<file path="src/rtl/cpu_pkg.sv">
// Shared definitions for the parametrised two-word-instruction CPU core.
package cpu_pkg;

  // Opcode field values (top five bits of instruction word 1).
  localparam logic [4:0] OP_NOP = 5'b00000;
  localparam logic [4:0] OP_MOV = 5'b00001;
  localparam logic [4:0] OP_LD  = 5'b01000;
  localparam logic [4:0] OP_LDS = 5'b01001;
  localparam logic [4:0] OP_LDI = 5'b01010;
  localparam logic [4:0] OP_ST  = 5'b01100;
  localparam logic [4:0] OP_STS = 5'b01101;
  localparam logic [4:0] OP_ADD = 5'b10000;
  localparam logic [4:0] OP_SUB = 5'b10001;
  localparam logic [4:0] OP_AND = 5'b10010;
  localparam logic [4:0] OP_OR  = 5'b10011;
  localparam logic [4:0] OP_JMP = 5'b11000;
  localparam logic [4:0] OP_JZ  = 5'b11001;
  localparam logic [4:0] OP_JC  = 5'b11010;
  localparam logic [4:0] OP_HLT = 5'b11111;

  // Bit positions of each sequencer stage in the one-hot stage vector.
  localparam int STG_AWAIT  = 0;
  localparam int STG_FETCHA = 1;
  localparam int STG_FETCHB = 2;
  localparam int STG_EXECA  = 3;
  localparam int STG_EXECB  = 4;

  typedef enum logic [4:0] {
    S_AWAIT  = 5'(1 << STG_AWAIT),
    S_FETCHA = 5'(1 << STG_FETCHA),
    S_FETCHB = 5'(1 << STG_FETCHB),
    S_EXECA  = 5'(1 << STG_EXECA),
    S_EXECB  = 5'(1 << STG_EXECB)
  } stage_e;

  // Width of a register-select field for a file of n registers.
  function automatic int sel_width(input int n);
    return (n <= 2) ? 1 : $clog2(n);
  endfunction

endpackage

</file>
<file path="src/rtl/regfile_p.sv">
// General register file: three combinational read ports, one synchronous write port.
module regfile_p
  import cpu_pkg::*;
#(
  parameter int REG_N  = 8,
  parameter int DATA_W = 8,
  parameter int SEL_W  = sel_width(REG_N)
) (
  input  logic              clk,
  input  logic              rst_n,
  input  logic [SEL_W-1:0]  rd_a_sel_i,
  output logic [DATA_W-1:0] rd_a_data_o,
  input  logic [SEL_W-1:0]  rd_c_sel_i,
  output logic [DATA_W-1:0] rd_c_data_o,
  input  logic [SEL_W-1:0]  rd_d_sel_i,
  output logic [DATA_W-1:0] rd_d_data_o,
  input  logic              we_i,
  input  logic [SEL_W-1:0]  wr_sel_i,
  input  logic [DATA_W-1:0] wr_data_i
);

  logic [DATA_W-1:0] regs_q [REG_N];

  // Register storage with asynchronous clear and one write per cycle.
  // NOTE: the array is built from flops, not a RAM macro, so clearing every entry on reset is legal.
  always_ff @(posedge clk or negedge rst_n) begin
    if (!rst_n) begin
      for (int i = 0; i < REG_N; i++) regs_q[i] <= '0;
    end else if (we_i) begin
      regs_q[wr_sel_i] <= wr_data_i;
    end
  end

  // Reads see the pre-write value when a port addresses the register being written.
  assign rd_a_data_o = regs_q[rd_a_sel_i];
  assign rd_c_data_o = regs_q[rd_c_sel_i];
  assign rd_d_data_o = regs_q[rd_d_sel_i];

endmodule

</file>
<file path="src/rtl/cpu_core_p.sv">
// Five-stage sequenced CPU core with external memory behind a ready handshake.
module cpu_core_p
  import cpu_pkg::*;
#(
  parameter int                DATA_W   = 8,
  parameter int                ADDR_W   = 8,
  parameter int                REG_N    = 8,
  parameter logic [ADDR_W-1:0] RESET_PC = '0
) (
  input  logic                        clk,
  input  logic                        rst_n,
  input  logic                        run,
  input  logic                        halt,
  output logic [ADDR_W-1:0]           mem_addr,
  output logic                        mem_rd,
  output logic                        mem_wr,
  output logic [DATA_W-1:0]           mem_wdata,
  input  logic [DATA_W-1:0]           mem_rdata,
  input  logic                        mem_ready,
  output logic [ADDR_W-1:0]           pc,
  output logic [DATA_W-1:0]           opcode,
  output logic [DATA_W-1:0]           operand,
  output logic [4:0]                  stage,
  output logic                        cflag,
  output logic                        zflag,
  output logic                        halted,
  input  logic [sel_width(REG_N)-1:0] dbg_sel,
  output logic [DATA_W-1:0]           dbg_data
);

  localparam int SEL_W = sel_width(REG_N);

  stage_e            state_q, state_d;
  logic [ADDR_W-1:0] pc_q;
  logic [DATA_W-1:0] opcode_q, operand_q, mdr_q, res_q;
  logic              tc_q, tz_q, cflag_q, zflag_q, halt_req_q, halted_q;

  logic [4:0]        op;
  logic [SEL_W-1:0]  c_sel, a_sel;
  logic [DATA_W-1:0] r_a, r_c, alu_res, rf_wdata;
  logic              alu_c, rf_we, is_mem, is_alu, is_load;

  assign op      = opcode_q[DATA_W-1 -: 5];
  assign c_sel   = opcode_q[SEL_W-1:0];
  assign a_sel   = operand_q[DATA_W-1 -: SEL_W];
  assign is_mem  = op inside {OP_LD, OP_LDS, OP_ST, OP_STS};
  assign is_load = op inside {OP_LD, OP_LDS};
  assign is_alu  = op inside {OP_ADD, OP_SUB, OP_AND, OP_OR};

  regfile_p #(.REG_N(REG_N), .DATA_W(DATA_W)) u_rf (
    .clk         (clk),
    .rst_n       (rst_n),
    .rd_a_sel_i  (a_sel),
    .rd_a_data_o (r_a),
    .rd_c_sel_i  (c_sel),
    .rd_c_data_o (r_c),
    .rd_d_sel_i  (dbg_sel),
    .rd_d_data_o (dbg_data),
    .we_i        (rf_we),
    .wr_sel_i    (c_sel),
    .wr_data_i   (rf_wdata)
  );

  // ALU result and carry/borrow for the latched instruction.
  always_comb begin
    alu_res = '0;
    alu_c   = 1'b0;
    case (op)
      OP_ADD:  {alu_c, alu_res} = {1'b0, r_c} + {1'b0, r_a};
      OP_SUB:  begin alu_res = r_c - r_a; alu_c = (r_c < r_a); end
      OP_AND:  alu_res = r_c & r_a;
      OP_OR:   alu_res = r_c | r_a;
      default: ;
    endcase
  end

  // Sequencer state register.
  always_ff @(posedge clk or negedge rst_n) begin
    if (!rst_n) state_q <= S_AWAIT;
    else        state_q <= state_d;
  end

  // Next-stage selection and memory request generation.
  // NOTE: every output of this block gets a default first so no path can leave one unassigned and infer a latch.
  always_comb begin
    state_d   = state_q;
    mem_rd    = 1'b0;
    mem_wr    = 1'b0;
    mem_addr  = pc_q;
    mem_wdata = '0;
    case (state_q)
      S_AWAIT:  if (run) state_d = S_FETCHA;
      S_FETCHA: begin mem_rd = 1'b1; if (mem_ready) state_d = S_FETCHB; end
      S_FETCHB: begin mem_rd = 1'b1; if (mem_ready) state_d = S_EXECA; end
      S_EXECA: begin
        case (op)
          OP_LD:   begin mem_rd = 1'b1; mem_addr = r_a[ADDR_W-1:0]; end
          OP_LDS:  begin mem_rd = 1'b1; mem_addr = operand_q[ADDR_W-1:0]; end
          OP_ST:   begin mem_wr = 1'b1; mem_addr = r_a[ADDR_W-1:0]; mem_wdata = r_c; end
          OP_STS:  begin mem_wr = 1'b1; mem_addr = operand_q[ADDR_W-1:0]; mem_wdata = r_c; end
          default: ;
        endcase
        if (!is_mem || mem_ready) state_d = S_EXECB;
      end
      S_EXECB:  state_d = (op == OP_HLT || halt_req_q || halt) ? S_AWAIT : S_FETCHA;
      default:  state_d = S_AWAIT;
    endcase
  end

  // Register-file write selection: immediate/move in EXECA, load/ALU results in EXECB.
  always_comb begin
    rf_we    = 1'b0;
    rf_wdata = r_a;
    if (state_q == S_EXECA) begin
      if (op == OP_LDI)      begin rf_we = 1'b1; rf_wdata = operand_q; end
      else if (op == OP_MOV) begin rf_we = 1'b1; rf_wdata = r_a; end
    end else if (state_q == S_EXECB) begin
      if (is_load)     begin rf_we = 1'b1; rf_wdata = mdr_q; end
      else if (is_alu) begin rf_we = 1'b1; rf_wdata = res_q; end
    end
  end

  // Datapath registers: PC, instruction latches, MDR, ALU temporaries, flags and halt state.
  // NOTE: state registers use non-blocking assignments so every flop samples pre-edge values.
  always_ff @(posedge clk or negedge rst_n) begin
    if (!rst_n) begin
      pc_q       <= RESET_PC;
      opcode_q   <= '0;
      operand_q  <= '0;
      mdr_q      <= '0;
      res_q      <= '0;
      tc_q       <= 1'b0;
      tz_q       <= 1'b0;
      cflag_q    <= 1'b0;
      zflag_q    <= 1'b0;
      halt_req_q <= 1'b0;
      halted_q   <= 1'b0;
    end else begin
      if (halt) halt_req_q <= 1'b1;
      case (state_q)
        S_AWAIT:  if (run) halted_q <= 1'b0;
        S_FETCHA: if (mem_ready) begin opcode_q <= mem_rdata; pc_q <= pc_q + ADDR_W'(1); end
        S_FETCHB: if (mem_ready) begin operand_q <= mem_rdata; pc_q <= pc_q + ADDR_W'(1); end
        S_EXECA: begin
          if (is_load && mem_ready) mdr_q <= mem_rdata;
          if (is_alu) begin
            res_q <= alu_res;
            tc_q  <= alu_c;
            tz_q  <= (alu_res == '0);
          end
        end
        S_EXECB: begin
          if (is_alu) begin cflag_q <= tc_q; zflag_q <= tz_q; end
          case (op)
            OP_JMP:  pc_q <= operand_q[ADDR_W-1:0];
            OP_JZ:   if (zflag_q) pc_q <= operand_q[ADDR_W-1:0];
            OP_JC:   if (cflag_q) pc_q <= operand_q[ADDR_W-1:0];
            default: ;
          endcase
          if (state_d == S_AWAIT) begin
            halted_q   <= 1'b1;
            halt_req_q <= 1'b0;
          end
        end
        default: ;
      endcase
    end
  end

  assign pc      = pc_q;
  assign opcode  = opcode_q;
  assign operand = operand_q;
  assign stage   = state_q;
  assign cflag   = cflag_q;
  assign zflag   = zflag_q;
  assign halted  = halted_q;

endmodule
</file>
<file path="config.mk">
export PLATFORM = sky130hd
export DESIGN_NAME = cpu_core_p
export DESIGN_NICKNAME = d
export VERILOG_FILES = /design/src/rtl/cpu_pkg.sv /design/src/rtl/regfile_p.sv /design/src/rtl/cpu_core_p.sv
export SDC_FILE = /design/constraint.sdc
export NUM_CORES = 1
export LEC_CHECK = 0
export ABC_CLOCK_PERIOD_IN_PS = 8300
export BUFFER_PORTS_ARGS = -buffer_cell sky130_fd_sc_hd__buf_2
export CAP_MARGIN = 20
export CORE_MARGIN = 8
export CORE_UTILIZATION = 44
export DETAILED_ROUTE_END_ITERATION = 12
export SYNTH_ARGS = -nofsm -noshare
export SYNTH_HDL_FRONTEND = slang
export SYNTH_SLANG_ARGS = --single-unit
</file>
<file path="constraint.sdc">
create_clock -name clk -period 8.3 [get_ports clk]
set_input_delay 0.83 -clock clk [delete_from_list [all_inputs] [get_ports clk]]
set_output_delay 0.83 -clock clk [all_outputs]
set_load 0.02 [all_outputs]
</file>
### Word-level counts from Yosys, hierarchy flattened

Index checks and enable logic that the tools add are counted.

* bits in registers: 115
* logic and storage cells: 133
* output and inout bits: 58
* bits of input ports: 16

* $add $sub $neg: 3
* equal/unequal tests: 26
* reduce and logical (&&, ||, !) cells: 24
* mux-type cells: 50
* magnitude comparators: 5
* bitwise logic cells: 5

Operators with widths (count)
* 2-to-1 mux 8 bit: 18
* binary-select mux 8 bit (select 3 bit): 3
* bitwise mux 64 bit: 1
* == test 5 bit, second input constant: 9
* case mux 8 bit (2 select lines): 2
* case mux 8 bit (4 select lines): 1
* == test 5 x 4 -> 1 bit, second input constant: 6
* case mux 5 bit (5 select lines): 1
* demux 8 bit (select 3 bit): 1
* case mux 8 bit (3 select lines): 1
* 2-to-1 mux 5 bit: 4
* == test 5 x 1 -> 1 bit, second input constant: 3
* 2-to-1 mux 1 bit: 14
* greater-or-equal comparator 4 bit, second input constant: 3
* inverter 3 -> 4 bit: 3
* AND reduction 2 bit: 5
* OR reduction 2 bit: 5
* adder 8 x 8 -> 9 bit: 1
* adder 8 x 1 -> 8 bit, second input constant: 1
* bitwise AND 8 bit: 1
* logical NOT 8 bit: 1
* less-than comparator 8 bit: 1
* OR 8 bit: 1
* nonzero test 4 bit: 2
* other kinds (16): 25

### Depth between registers and ports, before layout

* depth after elaboration: 9
* gate-level depth with buffers: 17
* depth with buffers taken out: 15

### Cells and area by module

From an unflattened synthesis, not the netlist that was laid out.

* cell total of the unflattened synthesis: 678
* area, all modules: 8015.2 sq um

By module, submodules not included
* regfile_p: area each 4078.9 sq um, sequential area each 1601.5 sq um, cells each 230, instances 1
* cpu_core_p: area each 3936.3 sq um, sequential area each 1277.5 sq um, cells each 448, instances 1

### Worst setup path before layout

No wires, ideal clock.

* path type: register -> register
* start point: register opcode_q[0] (netlist: opcode[0])
* end point: register tz_q
* setup time: 0.092 ns
* data required time: 8.208 ns
* setup slack: 4.139 ns
* data arrival time: 4.069 ns
* buffers on the path: 3
* clock period less this slack: 4.161 ns
* cell stages (with the launch flop): 18
* cell sequence: dfrtp_1 -> clkbuf_1 -> buf_2 -> clkbuf_1 -> nor2_1 -> a221oi_1 -> a21oi_1 -> nor2_1 -> inv_1 -> ha_1 -> fa_1 -> a211oi_1 -> nor4_1 -> nor3b_1 -> o21ai_1 -> and3_1 -> or4_1 -> o31ai_2

* cells in the longest elaborated chain, start to end: 7
* elaborated cells on any way between the ends: 10
* those cells by class: 2 x add/sub; 4 x mux; 3 x bitwise; 1 x reduce/logical

RTL lines
* start, declared: line cpu_core_p.sv:35 `logic [DATA_W-1:0] opcode_q, operand_q, mdr_q, res_q;`
* start signal, assigned: line cpu_core_p.sv:142 `S_FETCHA: if (mem_ready) begin opcode_q <= mem_rdata; pc_q <= pc_q + ADDR_W'(1); end`
* inverter 3 -> 4 bit (not written as such) *: line regfile_p.sv:36 `assign rd_c_data_o = regs_q[rd_c_sel_i];`
* binary-select mux 8 bit (select 3 bit) *: line regfile_p.sv:36
* 2-to-1 mux 8 bit (not written as such) * (2 in series): line regfile_p.sv:36
* subtractor 8 bit, or another cell as far along: line cpu_core_p.sv:70 `OP_SUB: begin alu_res = r_c - r_a; alu_c = (r_c < r_a); end`
* case mux 8 bit (4 select lines) *: line cpu_core_p.sv:68 `case (op)`
* logical NOT 8 bit *: line cpu_core_p.sv:149 `tz_q <= (alu_res == '0);`
* end signal, assigned: line cpu_core_p.sv:149
* end, declared: line cpu_core_p.sv:36 `logic tc_q, tz_q, cflag_q, zflag_q, halt_req_q, halted_q;`

Every way passes the cells marked *; elsewhere a longest branch is shown, timed or not. The select of a mux whose other input is x is not followed.
A chain may end at the register's enable or synchronous reset.

### Worst setup path in the final report

* start point: register opcode_q[2] (netlist: opcode[2])
* end point: register tz_q

The elaborated chain is that of the path after synthesis.

==> flow_summary_export.csv <==
group,metric,value,unit
logic_synthesis,yosysTopAreaCell,"dfrtp_1",
route,drtIter0Drc,471,
placed_design,globalplace.congestion,0.9234,
route,routedWlPerCell,22.71,um
placed_design,place_hpwl,16430,um
timing,max_freq,0.2039,GHz
floorplanning,die_x,149.6,um
logic_synthesis,avgSynthCellArea,10.82,um2
cts,clock_latency,0.42,ns
setup_path,critPathTopFamily,"simple AND/OR/NAND/NOR gates",
power_and_ir_drop,p_sw,0.8036,mW
setup_path,cp_slowest_cell,"dfrtp_1",
setup_path,max_stage_delay,1.00,ns
route,dr.pass1.iters,5,
logic_synthesis,ys.flop_type,"dfrtp_1",
grt,grt_pass1_vias,6437,
timing,hold_slack,0.4042,ns
cts,cts_hold_buf,0,
cts,post_cts_buffers,0,
timing,fin_crit_sh,0.5910,
setup_path,critPathLaunchType,"register",
logic_synthesis,syn-cell-area,7856,um2
power_and_ir_drop,power_frac_seq,0.333,
power_and_ir_drop,power,2.185,mW
logic_synthesis,synth_edf_count,0,
route,drt_wl_total,23120,um
logic_synthesis,synth_most_common_cell,"dfrtp_1",
timing,finalHoldViolations,0,
timing,fin_skew,0.007417,ns
power_and_ir_drop,p_clk_frac,0.372,
floorplanning,num_rows,49,
setup_path,worstPathRequired,8.63,ns
route,vias,6215,
floorplanning,dieArea,22390,um2
grt,grt_pass1_wl,36640,um
timing,fin_crit,4.905,ns
logic_synthesis,synth_area_leaders,"dfrtp_1, mux2_2, mux4_2",
worst_hold_path,hold_class,"primary input to async pin",
power_and_ir_drop,irDropWorstVdd,0.0002038,V
cts,htree_num_levels,4,
cts,clk_pin_slew,0.06,ns
logic_synthesis,synth_cell_types,69,
cts,cts_buffers,17,
cells_and_area,diodes,0,
power_and_ir_drop,power.internal,1.381,mW
route,vias_per_cell,6.105,
setup_path,critPathBufInv,2,
grt,gr-total-overflow,0,
logic_synthesis,ys_warn_count,0,
logic_synthesis,async_reset_ff_frac,1.000,
cells_and_area,final.fill_count,1624,
floorplanning,io_pins,74,
grt,track_usage,0.2128,
logic_synthesis,synth_common_cells,"dfrtp_1, mux2_2, nand2_1",
timing,timing.setup.tns,0,ns
power_and_ir_drop,pwr-share-comb,0.294,
placed_design,io_buffers,73,
floorplanning,start_util,0.4434,
grt,grt_max_degree,72,
status,status,"finished, final reports clean",
setup_path,critPathMaxFanout,24,
cts,cts_sinks,115,
setup_path,worst_r2r_path_depth,15,
flow_run,drv_cap,0,
cells_and_area,area_delta_synth_final,14.16,%
power_and_ir_drop,p_leak,4.220,nW
timing,drv_slew,0,
route,ant_nets,0,
floorplanning,die_y,149.6,um
logic_synthesis,ys_ff_latch,115,
cts,cts_root_buf,"clkbuf_16",
setup_path,end_kind,"register",
setup_path,arrival,5.24,ns
logic_synthesis,yosys.area.top_type_share,0.3631,
logic_synthesis,synthCells,726,
power_and_ir_drop,sw_frac_of_total,0.3678,
setup_path,critPathKind,"register to register",
cells_and_area,fin_nets,820,
cells_and_area,drive_above_1_share,0.3397,
setup_path,path_cells,"clkinv_1 > and3_1 > a21oi_1 > a21oi_1 > nor2_1 > inv_1 > ha_1 > fa_1 > a211oi_1 > nor4_1 > nor3b_1 > o21ai_1 > and3_1 > or4_1 > o31ai_2",
cts,clk_path_buf_depth,2,
route,drc,0,
timing,max_slew_margin,0.2348,
floorplanning,core_area,17720,um2
cts,tritoncts,"done",
timing,setup_viol,0,
timing,worst-slew-pin-transition,1.148,ns
cts,ctsResizeCount,0,
setup_path,r2r_slack,3.39,ns
setup_path,crit_cells,15,
logic_synthesis,syn_nets,770,
power_and_ir_drop,p_per_area,243.6,nW/um2
timing,rsz0062_at_grt,"false",
grt,antenna_found_initial,0,
logic_synthesis,yosysSeqAreaShare,0.3665,
-- area by class of cell --
class	instances	area (um2)	area share
Clock inverter	9	176.4	0.01967
Sequential cell	115	2879	0.3210
Multi-Input combinational cell	533	4637	0.5170
Tap cell	229	286.5	0.03195
Timing Repair Buffer	78	405.4	0.04520
Inverter	31	116.4	0.01297
Clock buffer	23	467.9	0.05218
-- path summary, 6_finish.rpt --
| check | from | end |
|---|---|---|
| max reg2reg | opcode[2]$_DFFE_PN0P_ | tz_q$_DFFE_PN0P_ |
| max in group asynchronous | rst_n | u_rf.regs_q[2]$_DFFE_PN0P_ |
| max | opcode[2]$_DFFE_PN0P_ | tz_q$_DFFE_PN0P_ |
| min | rst_n | zflag$_DFFE_PN0P_ |
| min in group clk | halt_req_q$_DFF_PN0_ | halt_req_q$_DFF_PN0_ |
| min reg2reg | halt_req_q$_DFF_PN0_ | halt_req_q$_DFF_PN0_ |
-- stage by stage --
step / worst slack (ns) / cell area [um2] / std cells / utilization
floorplan: 4.139 / 7856 / 726 / -
finish: 3.395 / 8969 / 1018 / 0.5062
CTS: 3.437 / 8969 / 1018 / 0.5062
global placement: 3.611 / 8324 / 986 / 0.4698
global route: 2.997 / 8969 / 1018 / 0.5062
detailed placement: 3.478 / 8324 / 986 / 0.4698
-- cells in the final DEF, fill, tap and decap left out, drive strengths merged, types with 3 or more instances in the layout --
master,Yosys,final
dfrtp,114,114
mux2,105,105
buf,26,78
nand2,60,60
nor2,55,55
o21ai,43,43
a21oi,42,42
mux4,36,36
inv,30,30
ha,26,26
clkbuf,21,23
mux2i,19,19
nand3,18,18
o22ai,14,14
and3,10,10
a22oi,10,10
a221oi,9,9
a31oi,6,6
nor2b,5,5
xnor2,5,5
o211ai,5,5
bufinv,0,5
nor3b,5,5
o21bai,4,4
nand2b,4,4
a211oi,4,4
nor3,4,4
clkinv,1,4
a22o,3,3
nor4,3,3
nand4,3,3
nand3b,3,3
o2111ai,3,3
-- logic make-up (layout without fill, tap and decap cells) --
kind of cell,after synthesis,count (layout),share of synthesized area
flip-flops,115,115,0.3665
multiplexers,160,160,0.2894
buffers and inverters,78,141,0.04332
AO/OA/AOI/OAI,159,159,0.1331
AND/OR/NAND/NOR,179,179,0.1134
adder cells (fa/ha/maj),28,28,0.04650
XOR/XNOR,7,7,0.007804
-- sequential cells by signal (all words and copies together), names as in the netlist, 5 cells and up --
signal       cells
u_rf.regs_q     64
mdr_q            8
opcode           8
operand          8
pc               8
res_q            8
stage            5
-- worst register-to-register path: stages (launching register included) --
cell      delay [ns]
dfrtp_1         1.00
clkinv_1        0.59
and3_1          0.35
a21oi_1         0.11
a21oi_1         0.08
nor2_1          0.26
inv_1           0.08
ha_1            0.24
fa_1            0.48
a211oi_1        0.33
nor4_1          0.10
nor3b_1         0.22
o21ai_1         0.11
and3_1          0.18
or4_1           0.51
o31ai_2         0.18
-- power groups by stage --
stage / Combinational [mW] / Clock [mW] / Sequential (mW)
finish: 0.643 / 0.814 / 0.728
global route: 0.701 / 0.850 / 0.739
CTS: 0.644 / 0.827 / 0.725
detailed placement: 0.641 / 0 / 0.734
global placement: 0.632 / 0 / 0.728
floorplan: 0.465 / 0 / 0.709
-- routing by layer --
layer | part of all wire | vias to the layer above | global-route usage
met2 | 0.49 | 186 | 0.3419
met3 | 0.054 | 58 | 0.04627
li1 | - | 2788 | -
met5 | 0 | - | 0
met4 | 0.039 | 0 | 0.1080
met1 | 0.42 | 3183 | 0.2657
(Power assumes the default switching activity.)
